[src/rtl/reset_seq_pkg.sv]
// Shared types and default constants for the reset sequencer.
// Holds the sequencer FSM encoding and the parameter defaults.
package reset_seq_pkg;

    typedef enum logic [1:0] {
        SYNC    = 2'd0,
        RELEASE = 2'd1,
        RUN     = 2'd2,
        SOFT    = 2'd3
    } seq_state_t;

    localparam int DEF_NUM_OUT     = 4;
    localparam int DEF_STAGE_DLY   = 8;
    localparam int DEF_SYNC_STAGES = 2;
    localparam int DEF_SOFT_LEN    = 4;

endpackage

[src/rtl/rst_sync.sv]
// Reset synchronizer: asserts asynchronously with rst and deasserts
// after STAGES clean clock edges.
module rst_sync #(
    parameter int STAGES = 2
) (
    input  logic clk,
    input  logic rst,
    output logic sync_rst
);

    logic [STAGES-1:0] chain;

    always_ff @(posedge clk or posedge rst) begin
        if (rst) begin
            chain <= '1;
        end else begin
            chain <= {chain[STAGES-2:0], 1'b0};
        end
    end

    assign sync_rst = chain[STAGES-1];

endmodule

[src/rtl/reset_sequencer.sv]
// Staged reset release for NUM_OUT domains plus per-channel soft resets
// served one at a time with fixed (lowest-index-first) priority.
module reset_sequencer
    import reset_seq_pkg::*;
#(
    parameter int NUM_OUT     = DEF_NUM_OUT,
    parameter int STAGE_DLY   = DEF_STAGE_DLY,
    parameter int SYNC_STAGES = DEF_SYNC_STAGES,
    parameter int SOFT_LEN    = DEF_SOFT_LEN
) (
    input  logic               clk,
    input  logic               rst,
    input  logic [NUM_OUT-1:0] soft_req,
    output logic [NUM_OUT-1:0] rst_out,
    output logic [NUM_OUT-1:0] soft_ack,
    output logic               all_ready
);

    localparam int IDX_W  = $clog2(NUM_OUT);
    localparam int CNT_W  = $clog2(STAGE_DLY + 1);
    localparam int SOFT_W = $clog2(SOFT_LEN + 1);

    localparam logic [IDX_W-1:0]  LAST_IDX   = IDX_W'(NUM_OUT - 1);
    localparam logic [CNT_W-1:0]  STAGE_LAST = CNT_W'(STAGE_DLY - 1);
    localparam logic [SOFT_W-1:0] SOFT_LAST  = SOFT_W'(SOFT_LEN - 1);

    logic sync_rst;

    seq_state_t         state, state_next;
    logic [CNT_W-1:0]   stage_cnt, stage_cnt_next;
    logic [SOFT_W-1:0]  soft_cnt, soft_cnt_next;
    logic [IDX_W-1:0]   idx, idx_next;
    logic [IDX_W-1:0]   sel, sel_next;
    logic [IDX_W-1:0]   grant;
    logic [NUM_OUT-1:0] rst_out_next;
    logic [NUM_OUT-1:0] ack_next;
    logic [NUM_OUT-1:0] elig, elig_next;
    logic [NUM_OUT-1:0] req;

    rst_sync #(
        .STAGES(SYNC_STAGES)
    ) u_rst_sync (
        .clk     (clk),
        .rst     (rst),
        .sync_rst(sync_rst)
    );

    // rst hits every register directly so outputs assert with no clock.
    always_ff @(posedge clk or posedge rst) begin
        if (rst) begin
            state     <= SYNC;
            stage_cnt <= '0;
            soft_cnt  <= '0;
            idx       <= '0;
            sel       <= '0;
            rst_out   <= '1;
            soft_ack  <= '0;
            elig      <= '1;
        end else begin
            state     <= state_next;
            stage_cnt <= stage_cnt_next;
            soft_cnt  <= soft_cnt_next;
            idx       <= idx_next;
            sel       <= sel_next;
            rst_out   <= rst_out_next;
            soft_ack  <= ack_next;
            elig      <= elig_next;
        end
    end

    assign req = soft_req & elig;

    always_comb begin
        grant = '0;
        for (int i = NUM_OUT - 1; i >= 0; i--) begin
            if (req[i]) begin
                grant = IDX_W'(i);
            end
        end
    end

    always_comb begin
        state_next     = state;
        stage_cnt_next = stage_cnt;
        soft_cnt_next  = soft_cnt;
        idx_next       = idx;
        sel_next       = sel;
        rst_out_next   = rst_out;
        ack_next       = '0;
        // A channel re-arms once its request is seen low on any edge.
        elig_next      = elig | ~soft_req;

        case (state)
            SYNC: begin
                if (!sync_rst) begin
                    state_next     = RELEASE;
                    stage_cnt_next = '0;
                    idx_next       = '0;
                end
            end
            RELEASE: begin
                if (stage_cnt == STAGE_LAST) begin
                    rst_out_next[idx] = 1'b0;
                    stage_cnt_next    = '0;
                    if (idx == LAST_IDX) begin
                        state_next = RUN;
                    end else begin
                        idx_next = idx + 1'b1;
                    end
                end else begin
                    stage_cnt_next = stage_cnt + 1'b1;
                end
            end
            RUN: begin
                if (|req) begin
                    state_next          = SOFT;
                    sel_next            = grant;
                    rst_out_next[grant] = 1'b1;
                    soft_cnt_next       = '0;
                end
            end
            SOFT: begin
                if (soft_cnt == SOFT_LAST) begin
                    state_next        = RUN;
                    rst_out_next[sel] = 1'b0;
                    ack_next[sel]     = 1'b1;
                    elig_next[sel]    = 1'b0;
                end else begin
                    soft_cnt_next = soft_cnt + 1'b1;
                end
            end
            default: begin
                state_next = SYNC;
            end
        endcase
    end

    assign all_ready = (state == RUN) && (rst_out == '0);

endmodule
[config.mk]
export PLATFORM = sky130hd
export DESIGN_NAME = reset_sequencer
export DESIGN_NICKNAME = d
export VERILOG_FILES = /design/src/rtl/reset_seq_pkg.sv /design/src/rtl/rst_sync.sv /design/src/rtl/reset_sequencer.sv
export SDC_FILE = /design/constraint.sdc
export NUM_CORES = 1
export LEC_CHECK = 0
export CAP_MARGIN = 20
export CORE_ASPECT_RATIO = 1.5
export CORE_MARGIN = 4
export CORE_UTILIZATION = 45
export CTS_CLUSTER_DIAMETER = 200
export DETAILED_ROUTE_END_ITERATION = 10
export GPL_TIMING_DRIVEN = 0
export PLACE_DENSITY = 0.66
export RECOVER_POWER = 50
export SYNTH_ARGS = -nofsm -noshare
export SYNTH_HDL_FRONTEND = slang
export SYNTH_SLANG_ARGS = --single-unit
[constraint.sdc]
create_clock -name clk -period 2.2 [get_ports clk]
set_input_delay 0.55 -clock clk [delete_from_list [all_inputs] [get_ports clk]]
set_output_delay 0.55 -clock clk [all_outputs]
set_load 0.005 [all_outputs]
==> reports/results.txt <==
status = finished, final reports clean
largest net degree at the start of global routing = 28
WS Path Type = flop to output port
drt drc = 0
gp weighted congestion = 0.777
Most used DFF post-synth = dfrtp_1
Max Fclk = 491 MHz
Hold Path Class = flop to flop
CTS Buf Count = 3
buffers added on ports = 14
die area = 0.00422 mm²
vias in the first global route = 1110
cell leakage power = 0.850 nW
async set-reset flop share out of synthesis = 1.00
number of flops mapped to enable cells by yosys = 0
final hold vios = 0
first-pass iteration count of the detailed router = 4
worst vdd ir = 0.000528 V
num rows = 25
Setup crit end kind = output port
Root Buffer = clkbuf_8
first-pass GRT wire length = 5060 µm
Num Clock Sinks = 27
commonest cells after routing, fill and taps aside = inv_1, dfrtp_1, clkdlybuf4s50_1
sequential share of the synthesized area = 0.474
CP Depth = 3
initial core utilization = 0.464
Final period util = 0.926
share of layout cells above drive strength 1 = 0.140
Final Max Slew Viols = 0
TritonCTS clock tree = yes
final WL = 2960 µm
CTS Hold Bufs = 0
Worst-Skew Late Latency = 0.27 ns
remaining global-route overflow = 0
Req. time, crit path = 1.65 ns
Final TNS setup = 0 ns
postcts setup bufs = 0
DR iter-0 viols = 33
Worst Setup Start Kind = flop
syn avg cell area = 10.5 µm²
CP peak stage delay = 0.51 ns
io pins = 15
detailed-route via count = 1088
NumNets Final = 171
H-tree depth = 1
clock skew = 0.00654 ns
Tot GR Track Use = 0.162
net count after synthesis = 151
Die Span Y = 77.6 µm
initial antenna violation count = 0
DR top layer = met4
vias per cell = 5.52
detailed placement HPWL = 2200 µm
Syn. warnings = 0
kind of cell adding the most delay to the critical path = simple AND/OR/NAND/NOR gates
placed insts = 192
Synth cell types = 47
Mapped Cells = 138
crit-path cells = or4_1 -> nor2_1 -> dlygate4sd2_1
hold depth = 0
CORE AREA = 0.00313 mm²
area of the multi-input gates = 674 µm²
fillcell total = 284
WL/cell = 15.0 µm
slowest CP cell = or4_1
R2R depth = 5
pwr/cell area = 997 mW/mm²
top cells by area, synth = dfrtp_1, dfstp_2, ha_1
register clock-pin slew on the reported worst setup and hold paths = 0.10 ns
fin crit period = 2.04 ns
Ant. Diodes = 0
met3 wire len = 71 µm
Slew @ Worst Pin = 0.777 ns
Yosys reg bits = 27
CP arrival = 1.49 ns
area leader, netlist = dfrtp_1
max-cap check violation count = 0
mapped cell area = 0.00145 mm²
Detail Route Antenna Nets = 0
WP buf/inv = 1
# setup viols final = 0
Area Overhead vs Synth = 16.3%
RSZ-0062 raised after global routing = no
met2 WL post-DR = 1600 µm
FF+latch area = 688 µm²
Yosys top cell area share = 0.293
peak fanout along the critical path = 3
met1 WL = 1220 µm
Post-Layout Cell Count = 197
slew margin rel. = 0.482
die extent in x = 54.4 µm
Clock Tree Buf Depth = 2
worst paths after layout:
| check | from | end | slack [ns] |
|---|---|---|---|
| worst max-delay path | rst_out[1] | all_ready | 0.16 |
| worst min-delay path | u_rst_sync.chain[0] | u_rst_sync.chain[1] | 0.36 |
| worst max register to register | soft_cnt[0] | rst_out[2] | 0.65 |
| worst min register to register | u_rst_sync.chain[0] | u_rst_sync.chain[1] | 0.36 |
| max in group asynchronous | rst | soft_cnt[2] | 0.39 |
| min in group asynchronous | rst | stage_cnt[2] | 0.74 |
where the power goes:
part           internal, mW  leakage [nW]  switching, mW  total (mW)
combinational         0.341         0.515          0.314       0.655
clock                 0.130        0.0228          0.156       0.286
sequential            0.643         0.312          0.101       0.744
total                  1.11         0.850          0.571        1.68
cell usage after synthesis, types with 2 or more instances:
cell       count
ha_1           7
o21ai_0        4
o2bb2ai_1      2
nand3_1        4
inv_1         17
dfrtp_1       17
o211a_1        2
buf_2          3
a22o_1         4
nand2_1        7
and4b_1        2
dfstp_2       10
and3b_1        2
nor2_1         5
nor3b_1        2
nor3_1         4
nand2b_1       4
o22ai_1        2
a21oi_1       10
a211o_1        3
routing by layer:
metal	up-vias	global-route usage
li1	538	-
met1	530	0.192
met2	14	0.279
met3	6	0.0173
met4	0	0.0748
met5	-	0
state kept, by name (all words and copies together) (netlist names):
name,count
elig,4
idx,2
rst_out,4
sel,2
soft_ack,4
soft_cnt,3
stage_cnt,4
state,2
u_rst_sync.chain,2
metrics by stage:
stage          hold WS (ns)  utilization  area [µm²]  setup WS [ns]  power, mW
4_1_cts               0.363        0.539        1690          0.147       1.70
3_5_place_dp          0.349        0.525        1640          0.186       1.41
6_report              0.360        0.540        1690          0.163       1.68
5_1_grt               0.372        0.540        1690          0.113       1.81
2_1_floorplan         0.345            -        1450          0.676       1.21
3_3_place_gp          0.346        0.525        1640          0.185       1.39
layout make-up:
type / count / area share
inverters: 17 / 0.0378
repair buffers: 15 / 0.0844
clock buffers: 4 / 0.0267
plain buffers: 4 / 0.0148
multi-input cells: 90 / 0.399
well taps: 40 / 0.0296
flip-flops and latches: 27 / 0.407
cells by family after synthesis:
kind of cell	after synthesis	synth area share
AOI/OAI and AO/OA	42	0.213
and+or+nand+nor	39	0.181
DFF	27	0.474
buffers and inverters	21	0.0620
adders and majority gates	7	0.0603
muxes	1	0.00775
other	1	0.00258
timing repair:
item                                    4_1_cts  5_1_grt
resized for setup                             1        0
endpoints found under the setup margin        1        0
endpoints found under the hold margin         0        0
No activity file was read; power rests on OpenSTA's default activity.
